## src/rtl/riscv_pkg.sv

```systemverilog
// +--------------------------------------------------------------------+
// | riscv_pkg : shared RV32I datapath constants and control-bit types  |
// | rev 1.0                                                            |
// +--------------------------------------------------------------------+
`default_nettype none

package riscv_pkg;

  localparam int XLEN = 32;

  localparam logic [3:0] ALU_ADD  = 4'd0;
  localparam logic [3:0] ALU_SUB  = 4'd1;
  localparam logic [3:0] ALU_AND  = 4'd2;
  localparam logic [3:0] ALU_OR   = 4'd3;
  localparam logic [3:0] ALU_XOR  = 4'd4;
  localparam logic [3:0] ALU_SLL  = 4'd5;
  localparam logic [3:0] ALU_SRL  = 4'd6;
  localparam logic [3:0] ALU_SRA  = 4'd7;
  localparam logic [3:0] ALU_SLT  = 4'd8;
  localparam logic [3:0] ALU_SLTU = 4'd9;

  typedef struct packed {
    logic       alusrc;
    logic [3:0] aluop;
    logic       memread;
    logic       memwrite;
    logic       regwrite;
    logic       memtoreg;
    logic       branch;
  } ctrl_t;

  localparam ctrl_t CTRL_NOP = '{
    alusrc:   1'b0,
    aluop:    ALU_ADD,
    memread:  1'b0,
    memwrite: 1'b0,
    regwrite: 1'b0,
    memtoreg: 1'b0,
    branch:   1'b0
  };

endpackage

`default_nettype wire

```

## src/rtl/hazard_detect.sv

```systemverilog
// +--------------------------------------------------------------------+
// | hazard_detect : combinational load-use detector for ID/EX          |
// | rev 1.0                                                            |
// +--------------------------------------------------------------------+
`default_nettype none

module hazard_detect (
  input  logic       ex_valid,
  input  logic       ex_memread,
  input  logic [4:0] ex_rd,
  input  logic       id_valid,
  input  logic [4:0] id_rs1,
  input  logic [4:0] id_rs2,
  input  logic       id_uses_rs1,
  input  logic       id_uses_rs2,
  output logic       lu
);

  logic w_ex_load;
  logic w_match1;
  logic w_match2;

  // x0 is hardwired zero, so a load targeting it never creates a dependence
  assign w_ex_load = ex_valid & ex_memread & (ex_rd != 5'd0);
  assign w_match1  = id_uses_rs1 & (id_rs1 == ex_rd);
  assign w_match2  = id_uses_rs2 & (id_rs2 == ex_rd);
  assign lu        = w_ex_load & id_valid & (w_match1 | w_match2);

endmodule

`default_nettype wire

```

## src/rtl/id_ex_stage.sv

```systemverilog
// +--------------------------------------------------------------------+
// | id_ex_stage : ID/EX pipeline register, load-use stall, bubble count |
// | rev 1.0                                                            |
// +--------------------------------------------------------------------+
`default_nettype none

module id_ex_stage #(
  parameter int XLEN  = riscv_pkg::XLEN,
  parameter int CNT_W = 16
) (
  input  logic             clk,
  input  logic             rst,
  input  logic             id_valid,
  input  logic [XLEN-1:0]  id_pc,
  input  logic [XLEN-1:0]  id_data1,
  input  logic [XLEN-1:0]  id_data2,
  input  logic [XLEN-1:0]  id_imm,
  input  logic [4:0]       id_rs1,
  input  logic [4:0]       id_rs2,
  input  logic [4:0]       id_rd,
  input  logic             id_uses_rs1,
  input  logic             id_uses_rs2,
  input  logic             id_alusrc,
  input  logic [3:0]       id_aluop,
  input  logic             id_memread,
  input  logic             id_memwrite,
  input  logic             id_regwrite,
  input  logic             id_memtoreg,
  input  logic             id_branch,
  input  logic             flush,
  output logic             ex_valid,
  output logic [XLEN-1:0]  ex_pc,
  output logic [XLEN-1:0]  ex_data1,
  output logic [XLEN-1:0]  ex_data2,
  output logic [XLEN-1:0]  ex_imm,
  output logic [4:0]       ex_rs1,
  output logic [4:0]       ex_rs2,
  output logic [4:0]       ex_rd,
  output logic             ex_alusrc,
  output logic [3:0]       ex_aluop,
  output logic             ex_memread,
  output logic             ex_memwrite,
  output logic             ex_regwrite,
  output logic             ex_memtoreg,
  output logic             ex_branch,
  output logic             stall,
  output logic [CNT_W-1:0] bubble_cnt
);

  import riscv_pkg::*;

  logic             r_valid;
  logic [XLEN-1:0]  r_pc;
  logic [XLEN-1:0]  r_data1;
  logic [XLEN-1:0]  r_data2;
  logic [XLEN-1:0]  r_imm;
  logic [4:0]       r_rs1;
  logic [4:0]       r_rs2;
  logic [4:0]       r_rd;
  ctrl_t            r_ctrl;
  logic [CNT_W-1:0] r_cnt;

  ctrl_t            w_id_ctrl;
  logic             w_lu;
  logic             w_bubble;

  assign w_id_ctrl = '{
    alusrc:   id_alusrc,
    aluop:    id_aluop,
    memread:  id_memread,
    memwrite: id_memwrite,
    regwrite: id_regwrite,
    memtoreg: id_memtoreg,
    branch:   id_branch
  };

  hazard_detect u_hazard_detect (
    .ex_valid    (r_valid),
    .ex_memread  (r_ctrl.memread),
    .ex_rd       (r_rd),
    .id_valid    (id_valid),
    .id_rs1      (id_rs1),
    .id_rs2      (id_rs2),
    .id_uses_rs1 (id_uses_rs1),
    .id_uses_rs2 (id_uses_rs2),
    .lu          (w_lu)
  );

  // A flush already discards the decode instruction, so holding IF/ID is pointless
  assign stall    = w_lu & ~flush;
  assign w_bubble = flush | w_lu;

  always_ff @(posedge clk) begin
    if (rst || w_bubble) begin
      r_valid <= 1'b0;
      r_pc    <= '0;
      r_data1 <= '0;
      r_data2 <= '0;
      r_imm   <= '0;
      r_rs1   <= '0;
      r_rs2   <= '0;
      r_rd    <= '0;
      r_ctrl  <= CTRL_NOP;
    end else begin
      r_valid <= id_valid;
      r_pc    <= id_pc;
      r_data1 <= id_data1;
      r_data2 <= id_data2;
      r_imm   <= id_imm;
      r_rs1   <= id_rs1;
      r_rs2   <= id_rs2;
      r_rd    <= id_rd;
      r_ctrl  <= w_id_ctrl;
    end
  end

  // Saturating count of inserted bubbles; empty-decode cycles are not counted
  always_ff @(posedge clk) begin
    if (rst) begin
      r_cnt <= '0;
    end else if (w_bubble && !(&r_cnt)) begin
      r_cnt <= r_cnt + 1'b1;
    end
  end

  assign ex_valid    = r_valid;
  assign ex_pc       = r_pc;
  assign ex_data1    = r_data1;
  assign ex_data2    = r_data2;
  assign ex_imm      = r_imm;
  assign ex_rs1      = r_rs1;
  assign ex_rs2      = r_rs2;
  assign ex_rd       = r_rd;
  assign ex_alusrc   = r_ctrl.alusrc;
  assign ex_aluop    = r_ctrl.aluop;
  assign ex_memread  = r_ctrl.memread;
  assign ex_memwrite = r_ctrl.memwrite;
  assign ex_regwrite = r_ctrl.regwrite;
  assign ex_memtoreg = r_ctrl.memtoreg;
  assign ex_branch   = r_ctrl.branch;
  assign bubble_cnt  = r_cnt;

endmodule

`default_nettype wire

```

## config.mk

```make
export PLATFORM = sky130hd
export DESIGN_NAME = id_ex_stage
export DESIGN_NICKNAME = d
export VERILOG_FILES = /design/src/rtl/riscv_pkg.sv /design/src/rtl/hazard_detect.sv /design/src/rtl/id_ex_stage.sv
export SDC_FILE = /design/constraint.sdc
export NUM_CORES = 1
export LEC_CHECK = 0
export CAP_MARGIN = 20
export CORE_ASPECT_RATIO = 1.5
export CORE_MARGIN = 2
export CORE_UTILIZATION = 33
export CTS_CLUSTER_SIZE = 16
export DETAILED_ROUTE_END_ITERATION = 6
export GPL_ROUTABILITY_DRIVEN = 0
export PLACE_DENSITY = 0.78
export SLEW_MARGIN = 0
export SYNTH_ARGS = -nofsm -noshare
export SYNTH_HDL_FRONTEND = slang
export SYNTH_HIERARCHICAL = 1
export SYNTH_SLANG_ARGS = --single-unit
export TNS_END_PERCENT = 100
```

## constraint.sdc

```tcl
create_clock -name clk -period 2.2 [get_ports clk]
set_input_delay 0.55 -clock clk [delete_from_list [all_inputs] [get_ports clk]]
set_output_delay 0.55 -clock clk [all_outputs]
set_load 0.1 [all_outputs]
```

==> run metrics, run 1 <==
outcome=finished, violations left; failing checks=setup timing; largest net degree at the start of global routing=38; Yosys top cell area share=0.653; non-filler cells, final=1026; worst rel slew slack=0.741; Total GRT Usage=0.187; final worst-path cycle share=1.14; n_diodes=0; RSZ-0062 raised after global routing=true; global-route wire length before repair=23600 microns; cell count after synthesis=457; worst hold path class=primary input to flop; post-DP HPWL=approximately 12000 microns; layout cell share with drive strength beyond 1=0.321; post-synthesis net count=617; Main synth FF type=dfxtp_1; DIE WIDTH=107 microns; Routed Antenna Nets=0; Tightest Pin Transition=0.387 ns; ys async rst share=0; skew final=0.0129 ns; nets=971; PortBufs=329; PnR worst setup slack=-0.310 ns; crit path max-delay cell type=dfxtp_4; sequential cell area fraction in the yosys report=0.653; Post-Synth Simple-Gate Area=0.257; CTS tree=yes; EDFF count, synth=0; largest family of logic cells by synthesized area=simple AND/OR/NAND/NOR gates; Crit Reg-Reg Startpoint=ex_rd[4]; # clock sinks=170; clock transition at the registers of the reported paths=0.07 ns; Worst-Skew Late Latency=between 0.4 and 0.5 ns; CP cell instances=buf_6 -> xor2_1 -> nor4_1 -> nand3_1 -> a21oi_2 -> nor2b_4 -> buf_12; Adder-Cell Fraction of Synth Area=0.00240; hold_buf cts=0; CP startpoint=ex_rd[4]; worst reg-to-reg setup slack=-0.17 ns; Seq. cell area=0.00343 sq mm; CP Capture Type=output pin; final worst path period need=2.51 ns; Clock Tree Buf Depth=2; CP endpoint=stall; GRT overflow=0; critical path arrival=1.96 ns; Synth cell types=44; core area=0.0156 sq mm; initial drt markers=roughly 110; Crit Path Max Fanout=3; Setup Viol. Count Final=6; Post-Place Worst Slack=-0.698 ns; antenna violations before repair=1; die area=0.0168 sq mm; Max-Cap Viols=0; pwr/cell area=858 mW/mm^2; drt pass-1 iters=4; Post-route DRC=0; fin. max-slew vios=0; min-delay src=id_rs2[0]; FF-to-FF End=bubble_cnt[10]; synthesized flop and latch total=170; vias in the first global route=4268; Max Freq=about 0.4 GHz; dpl cell area=0.00846 sq mm; Layout area overhead=79.5%; worst path required time=1.65 ns; Hold Vio Cnt, Final=0; mux contribution to synthesized area=0.00432; WS Path Type=flop to output pin; # placed instances=985; FILL cells=1323; Final Cell Area=0.00935 sq mm; syn_area_per_cell=11.4 sq um; die height=about 160 microns; slowest stage delay, CP=between 0.3 and 0.4 ns; H-tree depth=4; xor/xnor share of the synthesized area=0.0168; area leader, netlist=dfxtp_1; Synth Area in Compound Gates=0.0468; Via Count=4444; io pins=330; vias per inst=4.33; Yosys Warn Count=6; CTS Buf Count=17; Setup crit start kind=flop; clk root buf=clkbuf_16; DRT Wirelength=17100 microns; worst reg2reg path depth=10; # rows=between 50 and 60; Starting Density=0.335; DR WL/cell=16.6 microns; synth top area cells=dfxtp_1, and2_1, xor2_1, clkbuf_1, a21oi_1; Worst IR Drop VDD=0.000469 V; multi-input logic area=0.00180 sq mm; P_leak=4.12 nW; Cell Area, Synth=0.00521 sq mm
## kinds of logic after synthesis
family / Yosys count
buffers and inverters: 23
xor gates and xnor gates: 10
and+or+nand+nor: 219
DFF: 170
AOI/OAI and AO/OA: 32
adders and majority gates: 1
muxes: 2
## worst min-delay path by stage
stage	end	slack, ns	cells past startpoint
2_1_floorplan	ex_rd[0]	0.67	1
3_3_place_gp	bubble_cnt[4]	0.48	1
3_5_place_dp	bubble_cnt[4]	0.48	1
4_1_cts	ex_rs1[3]	0.48	2
5_1_grt	ex_rs2[0]	0.43	2
6_report	ex_rs2[0]	0.41	2
## area by class of cell
type / count / area share
Sequential cell: 170 / 0.367
Timing Repair Buffer: 354 / 0.347
Multi-Input combinational cell: 265 / 0.192
Clock buffer: 18 / 0.0459
Tap cell: 203 / 0.0272
Clock inverter: 13 / 0.0191
Inverter: 3 / 0.00120
## what timing repair did
action                     4_1_cts  5_1_grt
setup endpoints to repair       20      164
pin swaps                       16        6
gates cloned                     3        4
resized for setup               26        6
buffers inserted                 3        2
## power breakdown
part | internal, W | switching, W | leakage (nW)
Clock | 0.00182 | 0.00131 | 0.296
Sequential | 0.00320 | 0.0000595 | 1.40
Combinational | 0.000536 | 0.00111 | 2.42
## sequential cells by signal (all words and copies together) (netlist names)
register	flops
ex_valid	1
ex_memread	1
ex_memtoreg	1
ex_pc	32
ex_branch	1
ex_data1	32
ex_rs1	5
ex_regwrite	1
ex_data2	32
ex_imm	32
ex_memwrite	1
bubble_cnt	16
ex_rs2	5
ex_alusrc	1
ex_aluop	4
ex_rd	5
## Yosys cell counts, types with 3 or more instances
| cell type | n |
|---|---|
| dfxtp_1 | 170 |
| and2_1 | 156 |
| clkbuf_1 | 18 |
| nand2_1 | 12 |
| a21oi_1 | 9 |
| nor2_1 | 8 |
| xor2_1 | 8 |
| nand3_1 | 6 |
| nor2b_1 | 6 |
| and3_1 | 5 |
| nor3_1 | 4 |
| nor4_1 | 4 |
| or4_1 | 4 |
| a211oi_1 | 3 |
| inv_1 | 3 |
| nand4_1 | 3 |
| o211ai_1 | 3 |
## layer usage
layer  global-route usage  wire [microns]  vias to the layer above  part of all wire
met1                0.200            6290                     2004              0.37
met4               0.0662             255                        2             0.015
li1                     -               -                     2197                 -
met2                0.335            9040                      222              0.53
met3               0.0729            1480                       19             0.087
met5                    0              11                        -           0.00064
## cell usage in the layout, fill, tap and decap left out, drive strengths merged, types with 3 or more instances in the layout
| cell | count |
|---|---|
| and3 | 5 |
| dlygate4sd2 | 7 |
| clkbuf | 22 |
| inv | 10 |
| nand4 | 3 |
| xor2 | 8 |
| nor2b | 6 |
| nor2 | 8 |
| nor3 | 5 |
| buf | 192 |
| bufinv | 3 |
| and2 | 157 |
| clkdlybuf4s50 | 150 |
| or4 | 4 |
| and4 | 3 |
| o211ai | 5 |
| a211oi | 3 |
| nor4 | 4 |
| a21oi | 9 |
| nand3 | 6 |
| nand2 | 12 |
| dfxtp | 170 |
## per-stage QoR
stage / TNS, ns / hold WS (ns) / util / power, W
after floorplan: -8.91 / 0.671 / - / 0.00435
after global placement: -47.93 / 0.476 / 0.544 / 0.00489
after detailed placement: -52.29 / 0.477 / 0.544 / 0.00490
after CTS: -1.52 / 0.481 / 0.594 / 0.00808
after global routing: -5.11 / 0.430 / 0.601 / 0.00830
final: -0.522 / 0.412 / 0.601 / 0.00803
## critical path: cells and delay by family, from the launching register on
kind | cells | cell delay [ns]
simple gates | 3 | 0.57
flops | 1 | 0.34
buf+inv | 2 | 0.30
compound gates | 1 | 0.19
xor+xnor | 1 | 0.15
(Power assumes the default switching activity.)
==> run 2, diff against run 1 <==
PLACE_DENSITY = unset   (was 0.78)
PLACE_DENSITY_LB_ADDON = 0.25   (was unset)
==> run 2 against run 1 <==
Effect of this change:
- the flow still finishes with violations (setup timing)
- count of clock-buffer cells in the layout unchanged
- register-to-register slack lost 0.11 ns
- critical path depth did not move
- non-clock buffer count rose by 18
- die area unchanged
- sequential cell count stayed put
- hold slack better by 0.064 ns
- routed wire length increased by 5.5%
- power is 1.1% lower
- fmax is 1.4% higher
- via count rose by 5.1%
- largest power group unchanged
- highest routed layer is now met4
==> run metrics, run 2 (same netlist as run 1, synthesis figures left out) <==
critical path arrival=1.93 ns (-0.03 ns); Routed Antenna Nets=0 (unchanged); FF-to-FF End=ex_imm[17]; Hold Vio Cnt, Final=0 (unchanged); Worst-Skew Late Latency=0.42 ns (about the same); outcome=finished, violations left; worst reg2reg path depth=10 (unchanged); # clock sinks=170 (unchanged); CTS Buf Count=17 (unchanged); Worst IR Drop VDD=0.000439 V (-6.3%); Starting Density=0.335 (unchanged); CP Capture Type=output pin; most common cell after layout, fill and taps aside=buf_4; Setup crit start kind=primary input; final worst path period need=2.48 ns (-0.0340 ns); antenna violations before repair=0 (-1); die height=158 microns (unchanged); worst rel slew slack=0.745 (+0.00376); clk root buf=clkbuf_16; clock transition at the registers of the reported paths=0.07 ns (about the same); core area=0.0156 sq mm (unchanged); FILL cells=1279 (-3.3%); global-route wire length before repair=25700 microns (+8.9%); GRT overflow=0 (unchanged); Setup Viol. Count Final=157 (+151); Clock Tree Buf Depth=2 (unchanged); CTS tree=yes; Final Cell Area=0.00976 sq mm (+4.4%); largest net degree at the start of global routing=31 (-18%); final worst-path cycle share=1.13 (-0.0155); skew final=0.0125 ns (-0.000460 ns); RSZ-0062 raised after global routing=true; io pins=330 (unchanged); Hold Path Sink=ex_rs1[3]; Via Count=4672 (+5.1%); Post-route DRC=0 (unchanged); Tightest Pin Transition=0.382 ns (-0.00535 ns); worst hold path class=primary input to flop; dpl cell area=0.00845 sq mm (about the same); n_diodes=0 (unchanged); # rows=56 (unchanged); Overall Power=0.00794 W (-1.1%); fin. max-slew vios=0 (unchanged); min-delay src=id_rs1[3]; Hold Path Cell Cnt=2 (unchanged); DRT Wirelength=18000 microns (+5.5%); die area=0.0168 sq mm (unchanged); PortBufs=329 (unchanged); worst path required time=1.65 ns (about the same); vias in the first global route=4795 (+12%); initial drt markers=195 (+73%); drt pass-1 iters=5 (+1); Total GRT Usage=0.203 (+0.0156); vias per inst=4.48 (+3.3%); PnR worst setup slack=-0.276 ns (+0.0340 ns); layout cell share with drive strength beyond 1=0.337 (+0.0157); Crit Path Max Fanout=2 (-1); Max-Cap Viols=0 (unchanged); post-DP HPWL=12800 microns (+7.3%); DR WL/cell=17.3 microns (+3.7%); H-tree depth=4 (unchanged); Layout area overhead=87.4%; pwr/cell area=813 mW/mm^2 (-5.3%); Crit Reg-Reg Startpoint=ex_rd[3]; Max Freq=0.404 GHz (+1.4%); most frequent cells in the layout=buf_4, dfxtp_1, and2_1; DIE WIDTH=107 microns (unchanged); worst reg-to-reg setup slack=-0.28 ns (-0.11 ns); P_leak=4.29 nW (+4.3%); failing checks=setup timing; nets=988 (+1.8%); WS Path Type=primary input to output pin
-- run 2: changes by cell type in the layout (fill, tap and decap cells not counted), sizes merged, moves of 3 or more --
cell           change
buf               +14
clkinv             +7
bufbuf             +6
bufinv             -3
clkdlybuf4s15      +3
-- run 2: layout make-up --
type / instances / area, sq um / area share
tap: 203 / 254 / 0.0260
sequential: 170 / 3430 / 0.352
clock buffer: 18 / 439 / 0.0450
timing repair buffer: 372 / 3660 / 0.375
clock inverter: 14 / 156 / 0.0160
inverter: 3 / 11.3 / 0.00115
multi-input combinational: 264 / 1800 / 0.185
-- run 2: worst max path at each step --
| stage | start | end | cells after the start | slack (ns) |
|---|---|---|---|---|
| after floorplan | id_rs2[0] | stall | 5 | -0.25 |
| after detailed placement | id_rs1[2] | bubble_cnt[7] | 8 | -0.72 |
| after global placement | id_rs2[0] | bubble_cnt[7] | 8 | -0.66 |
| final | id_rs2[3] | stall | 7 | -0.28 |
| after global routing | ex_rd[1] | stall | 6 | -0.39 |
| after CTS | ex_rd[1] | stall | 6 | -0.30 |
-- run 2: worst max-delay path, stage by stage --
cell and delay [ns]:
dlygate4sd2_1 0.25, xor2_1 0.15, nor4_2 0.30, nand3_1 0.17, a21oi_4 0.16, nor2b_4 0.17
buf_12 0.18
-- run 2: report_power, final --
part	switching, W	internal (W)	leakage, nW
combinational	0.00113	0.000613	2.60
clock	0.00140	0.00155	0.292
sequential	0.0000579	0.00320	1.40
-- run 2: repair_timing --
| action | 4_1_cts | 5_1_grt |
|---|---|---|
| endpoints found under the hold margin | 0 | 0 |
| cloned | 13 | 2 |
| resized for setup | 37 | 9 |
| setup buffers | 8 | 6 |
| pin swaps | 14 | 7 |
| endpoints found under the setup margin | 168 | 167 |
| hold buffers | 0 | 0 |
-- run 2: through the flow --
stage                     utilization  cells  hold slack, ns  TNS (ns)  worst slack, ns
after floorplan                     -    457           0.671     -8.91           -0.252
after global placement          0.544    984           0.466    -70.99           -0.656
after detailed placement        0.544    984           0.485    -74.92           -0.718
after CTS                       0.618   1037           0.457    -27.14           -0.295
after global routing            0.628   1044           0.470    -40.47           -0.393
final                           0.628   1044           0.475    -28.50           -0.276
-- run 2: routing by layer --
metal | share of wire | GRT usage | vias up
met4 | 0.024 | 0.0909 | 0
met3 | 0.072 | 0.0560 | 25
met1 | 0.36 | 0.217 | 2176
met2 | 0.55 | 0.369 | 233
met5 | 0 | 0 | -
li1 | - | - | 2238
